--- src/rtl/mem_access_ctrl_pkg.sv ---
// rtl/mem_access_ctrl_pkg.sv - shared op/state encodings and constants for the MEM-stage access controller
package mem_access_ctrl_pkg;

    typedef enum logic [3:0] {
        OP_LB  = 4'b0000,
        OP_LBU = 4'b0001,
        OP_LH  = 4'b0010,
        OP_LHU = 4'b0011,
        OP_LW  = 4'b0100,
        OP_LL  = 4'b0101,
        OP_SB  = 4'b1000,
        OP_SH  = 4'b1001,
        OP_SW  = 4'b1010,
        OP_SC  = 4'b1011
    } op_e;

    typedef enum logic [1:0] {
        ST_IDLE   = 2'd0,
        ST_ACCESS = 2'd1,
        ST_DONE   = 2'd2
    } state_e;

    typedef enum logic [1:0] {
        SZ_BYTE = 2'd0,
        SZ_HALF = 2'd1,
        SZ_WORD = 2'd2
    } size_e;

    localparam logic        ENABLE    = 1'b1;
    localparam logic        DISABLE   = 1'b0;
    localparam logic [31:0] ZERO_WORD = 32'h0000_0000;

    // Access width of an op; invalid encodings fall into the word bucket and are rejected elsewhere.
    function automatic size_e op_size(input logic [3:0] op);
        size_e sz;
        case (op)
            OP_LB, OP_LBU, OP_SB: sz = SZ_BYTE;
            OP_LH, OP_LHU, OP_SH: sz = SZ_HALF;
            default:              sz = SZ_WORD;
        endcase
        return sz;
    endfunction

endpackage

--- src/rtl/mem_lane_align.sv ---
// rtl/mem_lane_align.sv - big-endian byte-lane steering for stores and load extract/extend
module mem_lane_align
    import mem_access_ctrl_pkg::*;
(
    input  logic [3:0]  op,
    input  logic [1:0]  offset,
    input  logic [31:0] wdata,
    input  logic [31:0] rdata_raw,
    output logic [3:0]  sel,
    output logic [31:0] wdata_lanes,
    output logic [31:0] rdata_ext
);

    logic [7:0]  byte_sel;
    logic [15:0] half_sel;

    // Byte enables and replicated store data; offset 0 is the most significant lane.
    always_comb begin
        sel         = 4'b1111;
        wdata_lanes = wdata;
        case (op_size(op))
            SZ_BYTE: begin
                sel         = 4'b1000 >> offset;
                wdata_lanes = {4{wdata[7:0]}};
            end
            SZ_HALF: begin
                sel         = offset[1] ? 4'b0011 : 4'b1100;
                wdata_lanes = {2{wdata[15:0]}};
            end
            default: ;
        endcase
    end

    // Pick the addressed byte out of the returned word.
    always_comb begin
        byte_sel = rdata_raw[7:0];
        case (offset)
            2'd0:    byte_sel = rdata_raw[31:24];
            2'd1:    byte_sel = rdata_raw[23:16];
            2'd2:    byte_sel = rdata_raw[15:8];
            default: byte_sel = rdata_raw[7:0];
        endcase
    end

    assign half_sel = offset[1] ? rdata_raw[15:0] : rdata_raw[31:16];

    // Sign- or zero-extend the picked byte/halfword; word loads pass straight through.
    always_comb begin
        rdata_ext = rdata_raw;
        case (op)
            OP_LB:   rdata_ext = {{24{byte_sel[7]}}, byte_sel};
            OP_LBU:  rdata_ext = {24'h0, byte_sel};
            OP_LH:   rdata_ext = {{16{half_sel[15]}}, half_sel};
            OP_LHU:  rdata_ext = {16'h0, half_sel};
            default: rdata_ext = rdata_raw;
        endcase
    end

endmodule

--- src/rtl/mem_access_ctrl.sv ---
// rtl/mem_access_ctrl.sv - MEM-stage load/store controller; LL_SC_EN enables LL/SC with an llbit
module mem_access_ctrl
    import mem_access_ctrl_pkg::*;
#(
    parameter int ADDR_W = 32
) (
    input  logic              clk,
    input  logic              rst_n,
    input  logic              req_i,
    input  logic [3:0]        op_i,
    input  logic [ADDR_W-1:0] addr_i,
    input  logic [31:0]       wdata_i,
    input  logic              flush_i,
    output logic              ack_o,
    output logic              stall_o,
    output logic [31:0]       rdata_o,
    output logic              adel_o,
    output logic              ades_o,
    output logic              mem_ce_o,
    output logic              mem_we_o,
    output logic [ADDR_W-1:0] mem_addr_o,
    output logic [3:0]        mem_sel_o,
    output logic [31:0]       mem_data_o,
    input  logic [31:0]       mem_data_i,
    input  logic              mem_rdy_i
);

    state_e      state_q, state_d;
    logic        hold_q;
    logic [31:0] rdata_q;
    logic        adel_q, ades_q;
    logic        op_valid, is_store, misaligned, sc_fail, start;
    size_e       size;
    logic [3:0]  sel_w;
    logic [31:0] wdata_w, rdata_ext_w;

    mem_lane_align u_lane (
        .op          (op_i),
        .offset      (addr_i[1:0]),
        .wdata       (wdata_i),
        .rdata_raw   (mem_data_i),
        .sel         (sel_w),
        .wdata_lanes (wdata_w),
        .rdata_ext   (rdata_ext_w)
    );

    // Decode which op encodings are legal in this build.
    always_comb begin
        case (op_i)
            OP_LB, OP_LBU, OP_LH, OP_LHU, OP_LW, OP_SB, OP_SH, OP_SW: op_valid = ENABLE;
`ifdef LL_SC_EN
            OP_LL, OP_SC: op_valid = ENABLE;
`endif
            default: op_valid = DISABLE;
        endcase
    end

    assign is_store   = op_i[3];
    assign size       = op_size(op_i);
    assign misaligned = op_valid & (((size == SZ_HALF) & addr_i[0]) |
                                    ((size == SZ_WORD) & (addr_i[1:0] != 2'b00)));
    // A request that already completed stays blocked until req_i drops.
    assign start      = req_i & ~hold_q;

`ifdef LL_SC_EN
    logic llbit_q;
    assign sc_fail = (op_i == OP_SC) & ~llbit_q;

    // Link bit: set by a completed LL, consumed by a completed SC, lost on any flush.
    always_ff @(posedge clk or negedge rst_n) begin
        if (!rst_n) begin
            llbit_q <= DISABLE;
        end else if (flush_i) begin
            llbit_q <= DISABLE;
        end else if (state_q == ST_ACCESS && state_d == ST_DONE) begin
            if (op_i == OP_LL)      llbit_q <= ENABLE;
            else if (op_i == OP_SC) llbit_q <= DISABLE;
        end
    end
`else
    assign sc_fail = DISABLE;
`endif

    // State register.
    always_ff @(posedge clk or negedge rst_n) begin
        if (!rst_n) state_q <= ST_IDLE;
        else        state_q <= state_d;
    end

    // Next state and handshake outputs; flush beats every transition.
    always_comb begin
        state_d = state_q;
        ack_o   = DISABLE;
        adel_o  = DISABLE;
        ades_o  = DISABLE;
        stall_o = DISABLE;
        case (state_q)
            ST_IDLE: begin
                stall_o = start;
                if (!flush_i && start)
                    state_d = (op_valid && !misaligned && !sc_fail) ? ST_ACCESS : ST_DONE;
            end
            ST_ACCESS: begin
                stall_o = ENABLE;
                if (flush_i)        state_d = ST_IDLE;
                else if (mem_rdy_i) state_d = ST_DONE;
            end
            default: begin
                ack_o   = ENABLE;
                adel_o  = adel_q;
                ades_o  = ades_q;
                state_d = ST_IDLE;
            end
        endcase
    end

    // Memory port: loaded when entering ACCESS, held through wait states, cleared otherwise.
    always_ff @(posedge clk or negedge rst_n) begin
        if (!rst_n) begin
            mem_ce_o   <= DISABLE;
            mem_we_o   <= DISABLE;
            mem_addr_o <= '0;
            mem_sel_o  <= 4'b0000;
            mem_data_o <= ZERO_WORD;
        end else if (state_d == ST_ACCESS) begin
            if (state_q == ST_IDLE) begin
                mem_ce_o   <= ENABLE;
                mem_we_o   <= is_store;
                mem_addr_o <= {addr_i[ADDR_W-1:2], 2'b00};
                mem_sel_o  <= sel_w;
                mem_data_o <= is_store ? wdata_w : ZERO_WORD;
            end
        end else begin
            mem_ce_o   <= DISABLE;
            mem_we_o   <= DISABLE;
            mem_addr_o <= '0;
            mem_sel_o  <= 4'b0000;
            mem_data_o <= ZERO_WORD;
        end
    end

    // Completion result, captured on the edge into DONE and held until the next completion.
    always_ff @(posedge clk or negedge rst_n) begin
        if (!rst_n) begin
            rdata_q <= ZERO_WORD;
            adel_q  <= DISABLE;
            ades_q  <= DISABLE;
        end else if (state_d == ST_DONE) begin
            if (state_q == ST_ACCESS) begin
                rdata_q <= is_store ? {31'b0, (op_i == OP_SC)} : rdata_ext_w;
                adel_q  <= DISABLE;
                ades_q  <= DISABLE;
            end else begin
                rdata_q <= ZERO_WORD;
                adel_q  <= misaligned & ~is_store;
                ades_q  <= misaligned & is_store;
            end
        end
    end

    // Remember that the current request has been answered until the pipeline drops req_i.
    always_ff @(posedge clk or negedge rst_n) begin
        if (!rst_n)                hold_q <= DISABLE;
        else if (!req_i)           hold_q <= DISABLE;
        else if (state_d == ST_DONE) hold_q <= ENABLE;
    end

    assign rdata_o = rdata_q;

endmodule
--- config.mk ---
export PLATFORM = sky130hd
export DESIGN_NAME = mem_access_ctrl
export DESIGN_NICKNAME = d
export VERILOG_FILES = /design/src/rtl/mem_access_ctrl_pkg.sv /design/src/rtl/mem_lane_align.sv /design/src/rtl/mem_access_ctrl.sv
export SDC_FILE = /design/constraint.sdc
export NUM_CORES = 1
export LEC_CHECK = 0
export BUFFER_PORTS_ARGS = -buffer_cell sky130_fd_sc_hd__buf_2
export CAP_MARGIN = 10
export CORE_MARGIN = 2
export CORE_UTILIZATION = 30
export CTS_BUF_LIST = sky130_fd_sc_hd__clkbuf_4 sky130_fd_sc_hd__clkbuf_8
export CTS_CLUSTER_DIAMETER = 40
export DETAILED_ROUTE_END_ITERATION = 7
export GPL_TIMING_DRIVEN = 0
export RECOVER_POWER = 50
export SLEW_MARGIN = 15
export SYNTH_ARGS = -nofsm -noshare
export SYNTH_HDL_FRONTEND = slang
export SYNTH_SLANG_ARGS = --single-unit
--- constraint.sdc ---
create_clock -name clk -period 2.8 [get_ports clk]
set_clock_uncertainty 0.2 [all_clocks]
set_input_delay 0.56 -clock clk [delete_from_list [all_inputs] [get_ports clk]]
set_output_delay 0.56 -clock clk [all_outputs]
set_load 0.05 [all_outputs]
==> results by group <==
Outcome
  – Outcome: completed

Clock network
  – CTS Root Cell: clkbuf_8
  – Sink Count: approximately 110
  – Clock buffer count from CTS: 9
  – Cts hold-fix bufs: 1
  – Max clock buf depth: 2
  – CTS clk-pin slew, worst paths: between 0.1 and 0.15 ns
  – CTS tree: yes
  – Skew-Pair Late Insertion Delay: 0.39 ns
  – Post-CTS Setup Bufs: 0
  – Cts repair resizes: 0
  – H-tree depth: 3

Setup path
  – Top delay family on crit path: simple AND/OR/NAND/NOR gates
  – Max incr delay on CP: approximately 0.67 ns
  – Most frequent cell on the critical path: buf_2
  – Critical Path AT: approximately 2.6 ns
  – Slowest CP cell: nor3_1
  – Critical path required time: between 2 and 3 ns
  – CP Cell Sequence: nand2b_1, nor3_1, buf_2, buf_2, nand2_1, o21ai_0
  – Worst R2R Start: state_q[1]$_DFF_PN0_
  – Worst Setup SP: state_q[1]$_DFF_PN0_
  – Setup CP Type: reg -> reg
  – CP endpoint kind: flip-flop
  – Setup crit start kind: flip-flop
  – CP bufs+invs: 2
  – Worst Path Max Fanout: 10

Die
  – Die width: around 140 µm
  – # rows: 49
  – Die ar.: 19,300 µm²
  – Num ports: 211
  – CORE AREA: about 18,000 µm²
  – Die Height: approximately 140 µm
  – Initial Utilization: 0.305

Timing
  – Max Clk Rate: ~400 MHz
  – Pins Over Slew Limit: 0
  – RSZ-0062 raised after global routing: no
  – Final Critical Period: between 2 and 2.5 ns
  – Fin worst setup slack: roughly 0.33 ns
  – Final period utilization: 0.883
  – Max-Slew Margin vs Limit: 0.102
  – Final setup vio count: 0
  – Tightest Pin Transition: 1.35 ns
  – Final hold violations: 0

Final layout
  – Nets: between 800 and 900
  – Area grow syn2layout: 27.3%
  – Multi-input logic area: 2390 µm²
  – Storage element area: between 2000 and 3000 µm²
  – Post-layout util: 0.388
  – Fill cells: around 1,800
  – Layout cell share with drive strength beyond 1: 0.356

Synth
  – Post-synth top cells: 105 x dfrtp_1, 38 x nand2_1, 36 x a22o_1
  – Ys flop type: dfrtp_1
  – Post-synth top area share: 0.480
  – Seq/Total Area, Yosys: 0.480
  – Post-synth cell types: 55
  – Synthesized cell area: approximately 5500 µm²
  – Async set or reset register ratio after synthesis: 1.00
  – Most frequent cell after synthesis: dfrtp_1
  – Area contributors post-synth: dfrtp_1 48%, a22o_1 5.8%, mux2_4 5.8%, mux2_2 3.7%, nand2_1 2.6%
  – Synth area leader: dfrtp_1
  – Synthesis-stage register bit count: between 100 and 150
  – Cells after Synth: slightly below 500
  – Post-synth EDFFs: 0
  – Synth Warn #: 0
  – Syn Area/Cell: roughly 11 µm²

Routing
  – Vias: 4,836
  – Starting DRC count in detailed routing: 291
  – Via density: approximately 5.1
  – WL per Instance: ~18 µm
  – First drt pass iteration count: 4
  – Detail Route Antenna Nets: 0
  – Drc violations: 0
  – Post-Route WL: ~17,000 µm

Placement
  – Port Buffers: 206
  – Gpl congestion: roughly 0.86
  – Setup Slack @ Placement: around 0.20 ns
  – Detailed placer's ending HPWL: 13,000 µm

Worst hold path
  – Hold crit path type: in -> reg
  – Min-delay src: addr_i[29]

Global routing
  – Tot GR Track Use: 0.177
  – Largest net degree at the start of global routing: 54
  – First-pass GRT wire length: between 20,000 and 30,000 µm
  – Gr ovfl total: 0
  – Number of antenna violations at the first check in global routing: 0
  – Vias in the first global route: about 4,600

Flow run
  – Max_cap viols: 0

Pwr
  – Pwr/cell area: between 400 and 500 nW/µm²
  – Total power: ~0.0034 W
  – P_leak: about 3.4 nW
  – Worst IR Drop VDD: 280 µV
final timing paths:
check                                                  end  slack (ns)  depth (start not counted)
min in group asynchronous          rdata_o[11]$_DFFE_PN0N_        0.77                          2
max in group asynchronous        mem_addr_o[3]$_DFFE_PN0P_        0.47                          3
worst min-delay path            mem_addr_o[29]$_DFFE_PN0P_        0.19                          2
worst min register to register  mem_data_o[29]$_DFFE_PN0P_        0.29                          2
worst max-delay path            mem_data_o[27]$_DFFE_PN0P_        0.33                          6
worst max register to register  mem_data_o[27]$_DFFE_PN0P_        0.33                          6
registers in the layout, summed over array words and instances, names as in the netlist:
signal and flops:
adel_q 1, mem_sel_o 4, state_q 2, mem_addr_o 30, mem_data_o 32, hold_q 1, mem_ce_o 1, mem_we_o 1
rdata_o 32, ades_q 1
cell families (layout without fill, tap and decap cells):
family | after synthesis | after routing | share of synthesized area
flip-flops | 105 | 105 | 0.480
AO/OA/AOI/OAI | 169 | 169 | 0.229
buffers and inverters | 84 | 307 | 0.0843
AND/OR/NAND/NOR | 82 | 82 | 0.0772
other | 1 | 3 | 0.000685
multiplexers | 56 | 56 | 0.129
power by group:
group / internal, W / leakage, nW / switching [W]
logic: 0.000261 / 1.87 / 0.000494
registers: 0.00157 / 1.45 / 0.0000343
clock network: 0.000504 / 0.106 / 0.000572
worst reg2reg max path: cells and delay by family, from the launching register on:
kind                   cells  cell delay [ns]
AND/OR/NAND/NOR            3             0.98
buffers and inverters      2             0.65
AO/OA/AOI/OAI              1             0.08
flip-flops                 1             0.50
stage by stage:
| step | TNS (ns) | std cells | hold WS, ns | cell area [µm²] |
|---|---|---|---|---|
| final | 0 | 951 | 0.187 | 6970 |
| after global placement | -34.03 | 933 | 0.260 | 6800 |
| after global routing | 0 | 950 | 0.164 | 6970 |
| after CTS | 0 | 950 | 0.161 | 7050 |
| after detailed placement | 0 | 934 | 0.269 | 6830 |
| after floorplan | 0 | 498 | 0.0644 | 5480 |
final cells by class:
| cell class | instances | share of cell area |
|---|---|---|
| buffer | 50 | 0.0479 |
| timing repair buffer | 208 | 0.142 |
| clock inverter | 6 | 0.0129 |
| antenna | 1 | 0.000359 |
| multi-input combinational | 309 | 0.343 |
| inverter | 34 | 0.0183 |
| clock buffer | 9 | 0.0178 |
| sequential | 105 | 0.377 |
| tap | 229 | 0.0411 |
cell usage in the layout, fill, tap and decap left out, types with 10 or more instances in the layout:
master    instances
buf_2           163
dfrtp_1         105
clkbuf_1         72
nand2_1          38
a22o_1           36
inv_1            34
o21ai_0          26
a21oi_1          24
mux2_4           21
mux2_2           18
o22ai_1          17
o31a_1           16
mux2i_1          14
buf_6            11
a221oi_1         10
metal layers:
layer | global-route usage | wire, µm | share of wire | up-vias
met5 | 0 | 0 | 0 | -
met4 | 0.0723 | 431 | 0.025 | 0
met3 | 0.0369 | 1040 | 0.060 | 31
met2 | 0.251 | 7550 | 0.43 | 179
met1 | 0.260 | 8330 | 0.48 | 2360
li1 | - | - | - | 2266
(Power assumes the default switching activity.)
